**config.mk**
```make
export PLATFORM = sky130hd
export DESIGN_NAME = reaction_display
export DESIGN_NICKNAME = d
export VERILOG_FILES = /design/src/rtl/reaction_display_pkg.sv /design/src/rtl/reaction_display_bin2bcd_seq.sv /design/src/rtl/reaction_display.sv
export SDC_FILE = /design/constraint.sdc
export NUM_CORES = 1
export LEC_CHECK = 0
export CAP_MARGIN = 20
export CELL_PAD_IN_SITES_DETAIL_PLACEMENT = 1
export CELL_PAD_IN_SITES_GLOBAL_PLACEMENT = 1
export CORE_MARGIN = 1.5
export CORE_UTILIZATION = 30
export DETAILED_ROUTE_END_ITERATION = 8
export PLACE_DENSITY_LB_ADDON = 0.3
export RECOVER_POWER = 100
export SYNTH_ARGS = -nofsm -noshare
export SYNTH_HDL_FRONTEND = slang
export SYNTH_SLANG_ARGS = --single-unit
```
**constraint.sdc**
```tcl
create_clock -name clk -period 4.8 [get_ports clk]
set_input_delay 0.72 -clock clk [delete_from_list [all_inputs] [get_ports clk]]
set_output_delay 0.72 -clock clk [all_outputs]
set_load 0.02 [all_outputs]
```
**src/rtl/reaction_display_pkg.sv**
```systemverilog
// Shared constants for the reaction-time display stage:
// FSM states, 7-segment glyphs, digit codes and decode helpers.
package reaction_display_pkg;

    localparam logic [1:0] ST_IDLE   = 2'd0;
    localparam logic [1:0] ST_CONV   = 2'd1;
    localparam logic [1:0] ST_COMMIT = 2'd2;

    // {a,b,c,d,e,f,g,dp}, active-low, dp always off
    localparam logic [7:0] G_0     = 8'b0000001_1;
    localparam logic [7:0] G_1     = 8'b1001111_1;
    localparam logic [7:0] G_2     = 8'b0010010_1;
    localparam logic [7:0] G_3     = 8'b0000110_1;
    localparam logic [7:0] G_4     = 8'b1001100_1;
    localparam logic [7:0] G_5     = 8'b0100100_1;
    localparam logic [7:0] G_6     = 8'b0100000_1;
    localparam logic [7:0] G_7     = 8'b0001111_1;
    localparam logic [7:0] G_8     = 8'b0000000_1;
    localparam logic [7:0] G_9     = 8'b0000100_1;
    localparam logic [7:0] G_E     = 8'b0110000_1;
    localparam logic [7:0] G_R     = 8'b1111010_1;
    localparam logic [7:0] G_DASH  = 8'b1111110_1;
    localparam logic [7:0] G_BLANK = 8'b1111111_1;

    localparam logic [3:0] D_E     = 4'hA;
    localparam logic [3:0] D_R     = 4'hB;
    localparam logic [3:0] D_DASH  = 4'hC;
    localparam logic [3:0] D_BLANK = 4'hF;

    localparam logic [15:0] MAX_DISPLAY = 16'd9999;

    function automatic logic [7:0] glyph_of(input logic [3:0] code);
        logic [7:0] g;
        case (code)
            4'h0:    g = G_0;
            4'h1:    g = G_1;
            4'h2:    g = G_2;
            4'h3:    g = G_3;
            4'h4:    g = G_4;
            4'h5:    g = G_5;
            4'h6:    g = G_6;
            4'h7:    g = G_7;
            4'h8:    g = G_8;
            4'h9:    g = G_9;
            D_E:     g = G_E;
            D_R:     g = G_R;
            D_DASH:  g = G_DASH;
            default: g = G_BLANK;
        endcase
        return g;
    endfunction

    // Zero digits become blank only while every digit to their left is blank.
    function automatic logic [15:0] blank_leading(input logic [15:0] bcd);
        logic b3, b2, b1;
        b3 = (bcd[15:12] == 4'd0);
        b2 = b3 && (bcd[11:8] == 4'd0);
        b1 = b2 && (bcd[7:4] == 4'd0);
        return {b3 ? D_BLANK : bcd[15:12],
                b2 ? D_BLANK : bcd[11:8],
                b1 ? D_BLANK : bcd[7:4],
                bcd[3:0]};
    endfunction

endpackage

```
**src/rtl/reaction_display_bin2bcd_seq.sv**
```systemverilog
// Sequential shift-add-3 binary to BCD converter, one bit per cycle.
// Ports: clk, reset, start (accepted when idle), bin, done (last shift), bcd.
module bin2bcd_seq (
    input  logic        clk,
    input  logic        reset,
    input  logic        start,
    input  logic [15:0] bin,
    output logic        done,
    output logic [15:0] bcd
);
    import reaction_display_pkg::*;

    logic [15:0] bin_r;
    logic [15:0] bcd_r;
    logic [15:0] adj;
    logic [3:0]  cnt;
    logic        active;

    always_comb begin
        adj = bcd_r;
        for (int i = 0; i < 4; i++) begin
            if (bcd_r[i*4 +: 4] >= 4'd5)
                adj[i*4 +: 4] = bcd_r[i*4 +: 4] + 4'd3;
        end
    end

    // done marks the cycle whose edge performs the 16th shift
    assign done = active && (cnt == 4'd15);
    assign bcd  = bcd_r;

    always_ff @(posedge clk) begin
        if (reset) begin
            bin_r  <= '0;
            bcd_r  <= '0;
            cnt    <= '0;
            active <= 1'b0;
        end else if (start && !active) begin
            bin_r  <= bin;
            bcd_r  <= '0;
            cnt    <= '0;
            active <= 1'b1;
        end else if (active) begin
            {bcd_r, bin_r} <= {adj[14:0], bin_r, 1'b0};
            cnt            <= cnt + 4'd1;
            if (cnt == 4'd15)
                active <= 1'b0;
        end
    end
endmodule

```
**src/rtl/reaction_display.sv**
```systemverilog
// Reaction-time display: BCD conversion, blanking, glyphs and anode scan.
// Ports: clk, reset, result/result_valid/error in; busy, anode, cathodes out.
module reaction_display #(
    parameter int SCAN_DIV      = 32768,
    parameter bit BLANK_LEADING = 1'b1
) (
    input  logic        clk,
    input  logic        reset,
    input  logic [15:0] result,
    input  logic        result_valid,
    input  logic        error,
    output logic        busy,
    output logic [3:0]  anode,
    output logic [7:0]  cathodes
);
    import reaction_display_pkg::*;

    localparam int CW = $clog2(SCAN_DIV);
    localparam logic [CW-1:0] SCAN_LAST = CW'(SCAN_DIV - 1);

    logic [1:0]    state;
    logic [15:0]   glyph_codes;
    logic          use_glyph;
    logic [15:0]   disp;
    logic [CW-1:0] scan_cnt;
    logic          start;
    logic          conv_done;
    logic [15:0]   bcd;
    logic [3:0]    sel;

    assign busy  = (state != ST_IDLE);
    assign start = (state == ST_IDLE) && result_valid && !error
                   && (result <= MAX_DISPLAY);

    bin2bcd_seq u_bcd (
        .clk   (clk),
        .reset (reset),
        .start (start),
        .bin   (result),
        .done  (conv_done),
        .bcd   (bcd)
    );

    always_ff @(posedge clk) begin
        if (reset) begin
            state       <= ST_IDLE;
            glyph_codes <= {4{D_BLANK}};
            use_glyph   <= 1'b0;
            disp        <= {D_BLANK, D_BLANK, D_BLANK, 4'h0};
        end else begin
            case (state)
                ST_IDLE: begin
                    if (result_valid) begin
                        if (error) begin
                            glyph_codes <= {D_E, D_R, D_R, D_BLANK};
                            use_glyph   <= 1'b1;
                            state       <= ST_COMMIT;
                        end else if (result > MAX_DISPLAY) begin
                            glyph_codes <= {4{D_DASH}};
                            use_glyph   <= 1'b1;
                            state       <= ST_COMMIT;
                        end else begin
                            use_glyph <= 1'b0;
                            state     <= ST_CONV;
                        end
                    end
                end
                ST_CONV: begin
                    if (conv_done)
                        state <= ST_COMMIT;
                end
                ST_COMMIT: begin
                    if (use_glyph)
                        disp <= glyph_codes;
                    else if (BLANK_LEADING)
                        disp <= blank_leading(bcd);
                    else
                        disp <= bcd;
                    state <= ST_IDLE;
                end
                default: state <= ST_IDLE;
            endcase
        end
    end

    always_ff @(posedge clk) begin
        if (reset) begin
            scan_cnt <= '0;
            anode    <= 4'b0111;
        end else if (scan_cnt == SCAN_LAST) begin
            scan_cnt <= '0;
            anode    <= {anode[0], anode[3:1]};
        end else begin
            scan_cnt <= scan_cnt + CW'(1);
        end
    end

    always_comb begin
        sel = disp[3:0];
        case (anode)
            4'b0111: sel = disp[15:12];
            4'b1011: sel = disp[11:8];
            4'b1101: sel = disp[7:4];
            default: sel = disp[3:0];
        endcase
        cathodes = glyph_of(sel);
    end
endmodule

```
==> metrics.cfg <==
[status]
status = complete, but fails checks
violations = max-capacitance violations, max-slew violations

[critical_path]
path_class = reg -> out
worstReg2RegEnd = u_bcd.bin_r[2]
r2r_cells = 6
cp.arrival_ns = 3.44
cp.required_ns = 4.08
cp-end-kind = primary output
crit_path_max_fanout = 15
r2r_slack_ns = 2.39
r2r_start = state[1]
cp-start-kind = flop

[hold_path]
hold_depth = 1
hp-class = reg -> reg
hold_path_end = scan_cnt[0]
min_from = scan_cnt[0]

[cts]
clk_latency_ns = 0.34
cts.repair.resized = 0
cts_root_buffer = clkbuf_16
path_clk_slew_ns = 0.06
clock_sinks = 78
cts_tree = built
cts_setup_buffers = 0
clockBufferDepth = 2
cts_made_buffers = 9
cts.htree.levels = 3
postCtsHoldBufs = 0

[yosys]
synthCells = 480
avgSynthCellArea_um2 = 8.39
syn_nets = 518
synth.yosys.warnings = 0
ys.flop_type = dfxtp_1
netlist-cell-type-count = 54
ys_ff_latch = 78
synth_seq_area_share_pct = 38.8
synth-async-reset-ratio_pct = 0
synth_edf_count = 0
synth_area_mm2 = 0.00403

[floorplanning]
row_count = 42
ios = 33
chipWidth_um = 119
dieArea_mm2 = 0.0141
die_h_um = 119
fp.coreArea_mm2 = 0.0132
initial_core_util_pct = 30.5

[final_layout]
area_growth_pct = 17.0
final_cell_mix = 78 x dfxtp_1, 62 x nor2_1, 43 x nand2_1
postLayoutCoreUtil_pct = 35.7
layout_commonest_cell = dfxtp_1
n_antenna_cell = 0
final_cell_area_mm2 = 0.00471
fin_nets = 535
layout-drive-gt1-share_pct = 5.18

[power]
ir_drop_mv = 0.136
p_per_area_mw_per_mm2 = 322
p_leak_nw = 1.85

[detailed_routing]
vias = 3423
dr.pass1.iters = 4
wirelength_mm = 9.74
antenna_left = 0
drc = 0
wl_per_cell_um = 14.4
drtIter0Drc = 129
viasPerCell = 5.05

[place]
hpwl_mm = 6.84
place_congestion = 0.771
port_buffers = 31
place_area_mm2 = 0.00443
detailedPlace.worstSlack_ns = 1.12

[global_route]
grt_pass1_vias = 3406
grt_pass1_wl_mm = 16.6
grt_overflow = 0
grtUsageTotal_pct = 14.4
grt_start_max_net_pins = 44
grt_antenna_before_repair = 0

[timing]
grt_setup_unrepaired = no
finalCriticalPeriod_ns = 4.16
clock_skew_ns = 0.00781
setup_tns_ns = 0
drv_slew = 44
worstMarginPinSlew_ns = 1.96
setup_slack_ns = 0.642
setup_viol = 0
fmax_mhz = 241
hold_ws_ns = 0.453
final_hold_viol_count = 0
slew_headroom_pct = -30.6
fin_crit_sh_pct = 86.6

[run]
drv_cap = 1

## cell families after synthesis
family,synth area share (%)
AO/OA/AOI/OAI,18.0
XOR/XNOR,5.19
adder cells (fa/ha/maj),5.59
buffers and inverters,5.22
flip-flops,38.8
multiplexers,4.72
other,0.0931
AND/OR/NAND/NOR,22.4
## layout make-up
type                    count  area [µm²]
clock buffers              12         256
clock inverters             4        55.1
fillers                  1549        8480
inverters                  18        67.6
multi-input cells         355        2220
flip-flops and latches     78        1560
well taps                 176         220
repair buffers             35         328
## cell usage after synthesis (3+ instances only)
master    instances  area, µm²
xor2_1            9       78.8
dfxtp_1          78       1560
a21o_1            4       30.0
a211oi_1         14        105
clkbuf_1         18       67.6
a22oi_1           4       30.0
o21ai_0          19       95.1
o21bai_1          3       22.5
nand2_1          43        161
and3_1            5       31.3
nand2b_1          8       50.1
a21oi_1          40        200
buf_4             6       45.0
xnor2_1          13        114
a211o_1           3       26.3
nand4_1           3       18.8
mux2i_1          19        190
o211ai_1          3       22.5
inv_1            17       63.8
a32oi_1           5       43.8
buf_2             3       15.0
nor3_1           18       90.1
nand3b_1          8       60.1
ha_1             18        225
nor2_1           62        233
and4_1            3       26.3
nand3_1          20        100
a221o_1           3       30.0
## flip-flops by register name (all words and copies together), names as in the netlist
name	flops
anode	4
disp	16
glyph_codes	3
scan_cnt	15
state	2
u_bcd.active	1
u_bcd.bcd	16
u_bcd.bin_r	16
u_bcd.cnt	4
use_glyph	1
## report_power, final
part | switching, mW | total (mW) | internal [mW]
Sequential | 0.0176 | 0.685 | 0.667
Clock | 0.275 | 0.708 | 0.433
Combinational | 0.0716 | 0.126 | 0.0543
Total | 0.364 | 1.52 | 1.15
## through the flow
| stage | total power, mW | instances |
|---|---|---|
| 5_1_grt | 1.59 | 678 |
| 6_report | 1.52 | 678 |
| 4_1_cts | 1.54 | 677 |
| 3_3_place_gp | 0.824 | 661 |
| 2_1_floorplan | 0.779 | 480 |
| 3_5_place_dp | 0.830 | 661 |
## worst max-delay path: stages (launching register included)
cell,delay [ns]
dfxtp_1,0.58
and4b_1,0.25
a31oi_1,0.50
a221o_1,0.40
ha_1,0.28
inv_1,0.07
a32oi_1,0.17
o211a_1,0.18
dlygate4sd3_1,0.67
## worst max path at each step
stage	start	endpoint	slack, ns	cells past startpoint
after floorplan	anode[2]	cathodes[6]	1.91	7
after global placement	anode[3]	cathodes[2]	1.28	8
after detailed placement	anode[2]	cathodes[3]	1.12	6
after CTS	anode[2]	cathodes[3]	0.75	6
after global routing	anode[3]	cathodes[2]	0.40	8
final	anode[3]	cathodes[2]	0.64	8
## routing by layer
metal	GRT usage [%]	vias to the layer above	wire, µm
li1	-	1714	-
met1	18.3	1648	4710
met2	24.0	48	4590
met3	3.16	13	295
met4	5.27	0	144
met5	0	-	0
No activity file was read; power rests on OpenSTA's default activity.
